===== config.mk =====
export PLATFORM = sky130hd
export DESIGN_NAME = regfile_fwd
export DESIGN_NICKNAME = d
export VERILOG_FILES = /design/src/rtl/regfile_pkg.sv /design/src/rtl/regfile_clr_seq.sv /design/src/rtl/regfile_fwd.sv
export SDC_FILE = /design/constraint.sdc
export NUM_CORES = 1
export LEC_CHECK = 0
export ABC_AREA = 1
export ABC_CLOCK_PERIOD_IN_PS = 1700
export CELL_PAD_IN_SITES_DETAIL_PLACEMENT = 1
export CELL_PAD_IN_SITES_GLOBAL_PLACEMENT = 1
export CORE_ASPECT_RATIO = 0.6
export CORE_MARGIN = 3
export CORE_UTILIZATION = 38
export CTS_BUF_LIST = sky130_fd_sc_hd__clkbuf_8 sky130_fd_sc_hd__clkbuf_16
export CTS_CLUSTER_DIAMETER = 120
export DETAILED_ROUTE_END_ITERATION = 6
export PLACE_DENSITY = 0.87
export SKIP_LAST_GASP = 1
export SLEW_MARGIN = 20
export SYNTH_ARGS = -nofsm -noshare
export SYNTH_HDL_FRONTEND = slang
export SYNTH_HIERARCHICAL = 1
export SYNTH_SLANG_ARGS = --single-unit

===== constraint.sdc =====
create_clock -name clk -period 1.7 [get_ports clk]
set_input_delay 0.255 -clock clk [delete_from_list [all_inputs] [get_ports clk]]
set_output_delay 0.255 -clock clk [all_outputs]
set_load 0.05 [all_outputs]

===== src/rtl/regfile_pkg.sv =====
// Shared types and default sizing for the forwarding register file.
package regfile_pkg;

    localparam int unsigned DW_DEFAULT = 8;
    localparam int unsigned AW_DEFAULT = 3;

    typedef enum logic {
        CLEAR = 1'b0,
        READY = 1'b1
    } state_e;

endpackage


===== src/rtl/regfile_clr_seq.sv =====
// Clear sequencer: after reset walks cnt over entries 1..DEPTH-1 issuing zero writes,
// then parks in READY. busy mirrors the CLEAR state as a registered output.
module regfile_clr_seq
    import regfile_pkg::*;
#(
    parameter int unsigned AW = AW_DEFAULT
) (
    input  logic          clk,
    input  logic          rst_n,
    output logic          busy,
    output logic          clr_en,
    output logic [AW-1:0] clr_addr
);

    localparam logic [AW-1:0] LAST_ADDR = {AW{1'b1}};

    state_e        state_q, state_d;
    logic [AW-1:0] cnt_q, cnt_d;
    logic          busy_q, busy_d;

    // Advance one entry per clock; holding cnt at the last entry avoids any wrap.
    always_comb begin
        state_d = state_q;
        cnt_d   = cnt_q;
        busy_d  = busy_q;
        if (state_q == CLEAR) begin
            if (cnt_q == LAST_ADDR) begin
                state_d = READY;
                busy_d  = 1'b0;
            end else begin
                cnt_d = cnt_q + AW'(1);
            end
        end
    end

    always_ff @(posedge clk) begin
        if (!rst_n) begin
            state_q <= CLEAR;
            cnt_q   <= AW'(1);
            busy_q  <= 1'b1;
        end else begin
            state_q <= state_d;
            cnt_q   <= cnt_d;
            busy_q  <= busy_d;
        end
    end

    assign busy     = busy_q;
    assign clr_en   = (state_q == CLEAR);
    assign clr_addr = cnt_q;

endmodule


===== src/rtl/regfile_fwd.sv =====
// Register file with hardwired-zero entry 0, a post-reset clear sequencer and
// optional same-cycle write-to-read forwarding (define REGFILE_BYPASS_EN).
module regfile_fwd
    import regfile_pkg::*;
#(
    parameter int unsigned DW = DW_DEFAULT,
    parameter int unsigned AW = AW_DEFAULT
) (
    input  logic          clk,
    input  logic          rst_n,
    input  logic          regwrite,
    input  logic [AW-1:0] wa,
    input  logic [DW-1:0] wd,
    input  logic [AW-1:0] ra1,
    input  logic [AW-1:0] ra2,
    output logic [DW-1:0] rd1,
    output logic [DW-1:0] rd2,
    output logic          busy
);

    localparam int unsigned DEPTH = 2 ** AW;

    logic          clr_en;
    logic [AW-1:0] clr_addr;

    logic [DW-1:0] mem_q [DEPTH];
    logic          mem_we_d;
    logic [AW-1:0] mem_wa_d;
    logic [DW-1:0] mem_wd_d;

    regfile_clr_seq #(
        .AW (AW)
    ) u_clr_seq (
        .clk      (clk),
        .rst_n    (rst_n),
        .busy     (busy),
        .clr_en   (clr_en),
        .clr_addr (clr_addr)
    );

    // Clear sequencer owns the write port while busy; nothing is written on a reset edge.
    always_comb begin
        mem_we_d = 1'b0;
        mem_wa_d = '0;
        mem_wd_d = '0;
        if (rst_n) begin
            if (clr_en) begin
                mem_we_d = 1'b1;
                mem_wa_d = clr_addr;
            end else if (regwrite && (wa != '0)) begin
                mem_we_d = 1'b1;
                mem_wa_d = wa;
                mem_wd_d = wd;
            end
        end
    end

    // Storage is deliberately not reset; the sequencer zeroes it.
    always_ff @(posedge clk) begin
        if (mem_we_d) begin
            mem_q[mem_wa_d] <= mem_wd_d;
        end
    end

    always_comb begin
        rd1 = '0;
        rd2 = '0;
        if (!busy) begin
            if (ra1 != '0) rd1 = mem_q[ra1];
            if (ra2 != '0) rd2 = mem_q[ra2];
`ifdef REGFILE_BYPASS_EN
            if (regwrite && (wa != '0) && (wa == ra1)) rd1 = wd;
            if (regwrite && (wa != '0) && (wa == ra2)) rd2 = wd;
`endif
        end
    end

endmodule


# Word level (Yosys, flattened, before mapping)
# Memories as Yosys holds them, arrays and structs flattened.
# Index checks and enable logic that the tools add are counted.
word_totals:
  reg_bits: 5
  latchBits: 0
  ramBits: 64
  romBits: 0
  inputBits: 20
  out_inout_bits: 17
  wordCells: 31
  memories: 1
memory_table:
  columns: ["memory", "depth", "word_bits", "rd", "rd_clocked_by_memory_dff", "wr", "line", "rtl"]
  rows:
  - ["mem_q", 8, 8, 2, 0, 1, "regfile_fwd.sv:26", "logic [DW-1:0] mem_q [DEPTH];"]
op_classes:
  addsub: 1
  n_mul: 0
  n_div: 0
  magnitude_cmp: 0
  eq_ne: 1
  n_shift: 0
  muxes: 17
  bitwise_logic: 2
  reduce_logical: 6
ops:
  columns: ["cell", "n"]
  rows:
  - ["8-bit 2-to-1 mux", 7]
  - ["3-bit 2-to-1 mux", 3]
  - ["3-bit nonzero test", 3]
  - ["1-bit 2-to-1 mux", 7]
  - ["2-bit AND reduction", 2]
  - ["3-bit by 1-bit adder with 3-bit output, second input constant", 1]
  - ["3-bit equality test, second input constant", 1]
  - ["1-bit NOT", 2]
  - ["1-bit logical AND", 1]

# Logic depth before layout (Yosys ltp)
# Gate-level depths: netlist (run 1).
logic_depth:
  ltp_word: 7
  ltp_mapped: 8
  depth_no_buf: 8

# By module
# The synthesis (run 1) kept the hierarchy.
by_module_without_submodules:
  columns: ["module", "n_inst", "cells_per_inst", "area_per_inst_um2", "seq_area_each_um2"]
  rows:
  - ["regfile_fwd", 1, 386, 3165.5, 1681.6]
  - ["regfile_clr_seq", 1, 28, 214.0, 100.1]

# Least setup slack after synthesis (run 1)
# Ideal clock, no wire load.
synth_timing:
  kind: "register to output"
  start: "register u_clr_seq.busy_q, in the netlist u_clr_seq/busy"
  end: "output port rd2[7]"
  arrival_time_ns: 1.727
  required_time_ns: 1.445
  slack_ns: -0.282
  path_stages_with_launch: 5
  path_buffers: 1
  path_cell_list: "dfxtp_1 clkbuf_1 inv_1 nand2_1 a21oi_1"
synth_between:
  elab_chain_len: 1
synth_lines:
  columns: ["item", "line", "rtl"]
  rows:
  - ["start, declared", "regfile_clr_seq.sv:19", "logic busy_q, busy_d;"]
  - ["start signal, assigned", "regfile_clr_seq.sv:44", "busy_q <= busy_d;"]
  - ["8-bit 2-to-1 mux", "regfile_fwd.sv:68", "if (!busy) begin"]
  - ["end, declared", "regfile_fwd.sv:17", "output logic [DW-1:0] rd2,"]
# Every way passes these cells.

==> impl_metrics.json, run 1 <==
{
  "grt_setup_unrepaired": "yes",
  "hold_buffers": 0,
  "multi_input_area_um2": 1470,
  "synth_fp_nets": 436,
  "synth-seq-cells": 61,
  "yosys_warnings": 6,
  "p_comb_share_pct": 25.4,
  "clockPowerShare_pct": 36.8,
  "synth_area_per_cell_um2": 8.16,
  "status": "complete, but fails checks",
  "worst_pin_slew_ns": 0.348,
  "syn_area_um2": 3380,
  "ioPinCount": 37,
  "synthCells": 414,
  "ant_nets": 0,
  "cpPeakStageDelay_ns": 0.42,
  "register_area_um2": 1780,
  "grt_pass1_vias": 3665,
  "seqPwrFrac_pct": 37.8,
  "layout_worst_path_cycle_share_pct": 104,
  "n_antenna_cell": 0,
  "die_area_um2": 10100,
  "cts_sinks": 61,
  "grt-ovfl-total": 0,
  "worstSetupEndpoint": "rd2[0]",
  "holdCritPathClass": "flip-flop to flip-flop",
  "p_leak_nw": 2.17,
  "h-tree-depth": 3,
  "gp_congestion": 0.928,
  "antenna_found_initial": 0,
  "ff2ff_path_depth": 8,
  "cts_tree": "done",
  "crit_arrival_ns": 1.50,
  "slew_viol_final": 0,
  "crit_slowest_cell": "edfxtp_1",
  "cp_cell_sequence": "inv_1, nand2_1, nand3_2, nand2_2, nand2_2, a21oi_4, buf_12",
  "hold_ws_ns": 0.587,
  "die_width_um": 128,
  "vias": 3607,
  "path_clk_slew_ns": 0.05,
  "crit_type": "flip-flop to output pin",
  "wl_um": 14900,
  "grt_pass1_wl_um": 20400,
  "start_kind": "flip-flop",
  "drc": 0,
  "cp.required_ns": 1.44,
  "max_clock_freq_mhz": 568,
  "fin_util_pct": 60.9,
  "end_kind": "output pin",
  "period_needed_ns": 1.76,
  "clk_latency_ns": 0.34,
  "regToRegEndpoint": "mem_q[4][2]",
  "layout-drive-gt1-share_pct": 33.2,
  "cts_made_buffers": 9,
  "start_util_pct": 40.9,
  "port_buffers": 36,
  "skew_ns": 0.0136,
  "hold_viol_final": 0,
  "irDropWorstVdd_v": 0.000602,
  "fp-row-count": 25,
  "power_mw": 4.90,
  "reg2reg_from": "u_clr_seq/state_q",
  "p_per_area_nw_per_um2": 975,
  "ys_seq_area_share_pct": 52.7,
  "core_um2": 8260,
  "setup_viol": 31,
  "fin_setup_tns_ns": -0.556,
  "drt_iter0_markers": 316,
  "viasPerCell": 5.76,
  "failed_checks": "negative setup slack",
  "crit_top_cell": "nand2_2",
  "syn_to_final_growth_pct": 48.8,
  "die-height_um": 79.1,
  "slew_headroom_pct": 76.7,
  "ff2ff_setup_slack_ns": -0.03,
  "power.internal_mw": 3.37,
  "grt_max_degree": 17,
  "synthDistinctLibCells": 23,
  "cts_buffer_depth": 2,
  "grt.total_usage_pct": 27.0,
  "p_sw_mw": 1.54,
  "setup_ws_ns": -0.0599,
  "maxCapViolations": 0,
  "wl_per_cell_um": 23.8,
  "p_sw_share_pct": 31.3,
  "nets": 535,
  "critPathMaxFanout": 2,
  "hpwl_um": 8360,
  "fill_cells": 942,
  "drt_first_pass_iters": 5,
  "crit_start": "mem_q[4][0]",
  "clockRootBuffer": "clkbuf_16"
}
==> metal layers <==
layer | wire length, µm | up-vias | track usage [%]
li1 | - | 1553 | -
met1 | 5970 | 1782 | 33.7
met2 | 7280 | 224 | 46.6
met3 | 1120 | 48 | 5.71
met4 | 514 | 0 | 9.22
met5 | 0 | - | 0
==> cell type report <==
cell class              count  share of cell area (%)
inverters                  50                    3.96
multi-input cells         285                    29.2
clock inverters             7                    1.32
repair buffers            106                    22.9
flip-flops and latches     61                    35.4
well taps                 108                    2.69
clock buffers               9                    4.48
==> flip-flops by register name, summed over array words and instances (netlist names) <==
| signal | count |
|---|---|
| mem_q | 56 |
| u_clr_seq/clr_addr | 3 |
| u_clr_seq/busy | 1 |
| u_clr_seq/state_q | 1 |
==> synthesized netlist by cell type (all sizes together) <==
cell | n | area share, %
a21oi | 13 | 2.0
dfxtp | 5 | 3.0
nand3b | 1 | 0.22
o21ai | 22 | 3.3
buf | 17 | 3.8
clkbuf | 1 | 0.11
edfxtp | 56 | 50
ha | 2 | 0.74
a21boi | 1 | 0.22
a31oi | 2 | 0.37
nor3b | 8 | 1.8
or2 | 2 | 0.37
nor2 | 39 | 4.8
inv | 50 | 5.6
nand2 | 132 | 15
nand3 | 63 | 9.3
==> how the worst min path moves through the flow <==
stage               slack (ns)               endpoint  cells after the start                  start
floorplan                 0.32         u_clr_seq/busy                      1                  rst_n
global placement          0.49  u_clr_seq/clr_addr[1]                      2  u_clr_seq/clr_addr[1]
detailed placement        0.52  u_clr_seq/clr_addr[2]                      2  u_clr_seq/clr_addr[2]
CTS                       0.53  u_clr_seq/clr_addr[2]                      2  u_clr_seq/clr_addr[2]
global route              0.58  u_clr_seq/clr_addr[2]                      2  u_clr_seq/clr_addr[2]
finish                    0.59  u_clr_seq/clr_addr[2]                      2  u_clr_seq/clr_addr[2]
==> power groups by stage <==
stage	sequential [mW]	combinational (mW)	clock, mW
global placement	1.85	0.957	0
global route	1.86	1.32	1.89
finish	1.85	1.25	1.80
detailed placement	1.86	1.01	0
floorplan	1.84	0.535	0
CTS	1.83	1.10	1.79
==> kinds of logic after synthesis <==
kind of cell,synth area share [%]
and+or+nand+nor,31.2
buffers and inverters,9.44
DFF,52.7
AOI/OAI and AO/OA,5.89
adders and majority gates,0.740
==> worst max-delay path, delay by kind of cell, from the launching register on <==
family                 cells  cell delay (ns)
AOI/OAI and AO/OA          1             0.18
and+or+nand+nor            4             0.33
buffers and inverters      2             0.25
DFF                        1             0.42
==> timing repair <==
item,CTS,global route
buffers inserted,3,10
resized for setup,47,52
setup endpoints to repair,57,64
gates cloned,1,0
pin swaps,6,22
==> cells in the final DEF, fill, tap and decap left out, types with 2 or more instances in the layout <==
| master | netlist | final |
|---|---|---|
| nand2_1 | 131 | 120 |
| edfxtp_1 | 56 | 56 |
| nand3_1 | 63 | 53 |
| buf_4 | 7 | 52 |
| inv_1 | 45 | 37 |
| nor2_1 | 37 | 22 |
| buf_12 | 0 | 21 |
| clkdlybuf4s50_1 | 0 | 13 |
| buf_6 | 4 | 13 |
| nand2_2 | 1 | 12 |
| o21ai_0 | 21 | 12 |
| nor2_2 | 0 | 12 |
| inv_2 | 5 | 10 |
| nand3_2 | 0 | 10 |
| clkbuf_16 | 0 | 9 |
| nor3b_1 | 8 | 8 |
| o21ai_1 | 1 | 8 |
| a21oi_2 | 1 | 6 |
| nor2_4 | 2 | 5 |
| dfxtp_1 | 5 | 5 |
| a21oi_1 | 12 | 4 |
| clkinvlp_4 | 0 | 3 |
| a21oi_4 | 0 | 3 |
| clkbuf_2 | 0 | 3 |
| o21ai_2 | 0 | 2 |
| clkinv_4 | 0 | 2 |
| a31oi_1 | 2 | 2 |
| or2_2 | 2 | 2 |
| clkinv_1 | 0 | 2 |
| buf_2 | 6 | 2 |
| ha_1 | 2 | 2 |
==> through the flow <==
| stage | worst slack (ns) | area (µm²) | instances |
|---|---|---|---|
| 2_1_floorplan | -0.0637 | 3400 | 414 |
| 3_3_place_gp | -0.303 | 4410 | 597 |
| 3_5_place_dp | -0.391 | 4410 | 597 |
| 4_1_cts | -0.0358 | 4850 | 617 |
| 5_1_grt | -0.0997 | 5030 | 626 |
| 6_report | -0.0599 | 5030 | 626 |
Power figures use the tool's default switching activity.
==> run 2, diff against run 1 <==
RECOVER_POWER = 50   (was not set)
==> run 2 against run 1 <==
Net effect:
- the flow still finishes with violations (negative setup slack)
- worst hold slack better by 0.0011 ns
- register-to-register slack is essentially flat
- routed wire length rose by 0.13%
- sequential share of layout area up 0.20 points
- via count rose by 0.14%
- sequential cell count unchanged
- power fell by 0.27%
- die area unchanged
- clock skew is 0.0014 ns lower
- critical endpoint unchanged
==> impl_metrics.json, run 2 (same netlist as run 1, synthesis figures left out) <==
{
  "port_buffers": 36,
  "period_needed_ns": 1.76,
  "start_kind": "flip-flop",
  "setup_viol": 33,
  "status": "complete, but fails checks",
  "fp-row-count": 25,
  "holdCritPathClass": "flip-flop to flip-flop",
  "instances_no_fill": 626,
  "largest_register": "mem_q",
  "layout_worst_path_cycle_share_pct": 104,
  "maxCapViolations": 0,
  "power_mw": 4.89,
  "max_clock_freq_mhz": 568,
  "antenna_found_initial": 0,
  "crit_type": "flip-flop to output pin",
  "p_sw_mw": 1.53,
  "hold_buffers": 0,
  "drt_iter0_markers": 343,
  "drc": 0,
  "syn_to_final_growth_pct": 47.9,
  "start_util_pct": 40.9,
  "power.internal_mw": 3.36,
  "slew_viol_final": 0,
  "setup_ws_ns": -0.0610,
  "failed_checks": "negative setup slack",
  "hold_ws_ns": 0.588,
  "cts_sinks": 61,
  "layout-drive-gt1-share_pct": 32.8,
  "cts_buffer_depth": 2,
  "finalInstanceArea_um2": 5000,
  "fin_util_pct": 60.5,
  "crit_slowest_cell": "edfxtp_1",
  "nets": 535,
  "hpwl_um": 8360,
  "p_per_area_nw_per_um2": 978,
  "final_common_cell": "nand2_1",
  "grt_max_degree": 17,
  "path_clk_slew_ns": 0.05,
  "p_leak_nw": 2.15,
  "slew_headroom_pct": 62.8,
  "gp_congestion": 0.928,
  "placedCellCount": 597,
  "ant_nets": 0,
  "clk_latency_ns": 0.34,
  "ioPinCount": 37,
  "crit_arrival_ns": 1.51,
  "n_antenna_cell": 0,
  "h-tree-depth": 3,
  "dpl_worst_slack_ns": -0.391,
  "critPathMaxFanout": 2,
  "clockPowerShare_pct": 36.9,
  "worst_pin_slew_ns": 0.556,
  "vias": 3612,
  "die_width_um": 128,
  "largest_reg_flops": 56,
  "grt_pass1_vias": 3665,
  "grt.total_usage_pct": 27.0,
  "irDropWorstVdd_v": 0.000604,
  "die_area_um2": 10100,
  "core_um2": 8260,
  "viasPerCell": 5.77,
  "postPlaceCellArea_um2": 4410,
  "clockRootBuffer": "clkbuf_16",
  "grt-ovfl-total": 0,
  "cp_cell_sequence": "inv_1, nand2_1, nand3_2, nand2_2, nand2_2, a21oi_4, buf_12",
  "crit_top_cell": "nand2_2",
  "drt_first_pass_iters": 5,
  "wl_per_cell_um": 23.8,
  "p_comb_share_pct": 25.3,
  "most-common-layout-cells": "nand2_1 (120), edfxtp_1 (56), nand3_1 (53), buf_4 (44), inv_1 (37)",
  "cts_made_buffers": 9,
  "die-height_um": 79.1,
  "cpPeakStageDelay_ns": 0.42,
  "hold_viol_final": 0,
  "cp.required_ns": 1.44,
  "wl_um": 14900,
  "grt_pass1_wl_um": 20400,
  "grt_setup_unrepaired": "yes",
  "end_kind": "output pin",
  "fin_setup_tns_ns": -0.581,
  "p_sw_share_pct": 31.3,
  "skew_ns": 0.0121,
  "cts_tree": "done",
  "seqPwrFrac_pct": 37.9
}
-- run 2: final timing paths --
kind	endpoint	slack, ns	startpoint	cells past startpoint
worst min register to register	u_clr_seq/clr_addr[2]	0.59	u_clr_seq/clr_addr[2]	2
worst max-delay path	rd2[0]	-0.06	mem_q[4][0]	7
worst min-delay path	u_clr_seq/clr_addr[2]	0.59	u_clr_seq/clr_addr[2]	2
worst max register to register	mem_q[7][6]	-0.03	u_clr_seq/state_q	8
-- run 2: worst max-delay path, delay by kind of cell, from the launching register on --
kind,cells,cell delay (ns)
DFF,1,0.42
AOI/OAI and AO/OA,1,0.18
and+or+nand+nor,4,0.33
buffers and inverters,2,0.24
-- run 2: what timing repair did --
item / in CTS / in global routing
pin swaps: 6 / 22
cloned: 1 / 0
buffers inserted: 3 / 10
endpoints found under the setup margin: 57 / 64
resized for setup: 47 / 52
-- run 2: per-layer routing --
layer / share of wire [%] / vias to the layer above / GRT usage, %
met5: 0 / - / 0
met1: 39 / 1762 / 33.7
met4: 3.7 / 0 / 9.22
li1: - / 1554 / -
met3: 8.8 / 54 / 5.71
met2: 49 / 242 / 46.6
-- run 2: layout make-up --
cell class,instances,area [µm²]
well taps,108,135
inverters,50,199
fillers,943,3260
clock buffers,9,225
repair buffers,106,1130
multi-input cells,285,1460
clock inverters,7,66.3
flip-flops and latches,61,1780
-- run 2: power groups by stage --
stage | sequential, mW | clock [mW] | combinational [mW]
2_1_floorplan | 1.84 | 0 | 0.535
3_3_place_gp | 1.85 | 0 | 0.957
3_5_place_dp | 1.86 | 0 | 1.01
4_1_cts | 1.83 | 1.79 | 1.10
5_1_grt | 1.86 | 1.89 | 1.31
6_report | 1.85 | 1.80 | 1.24
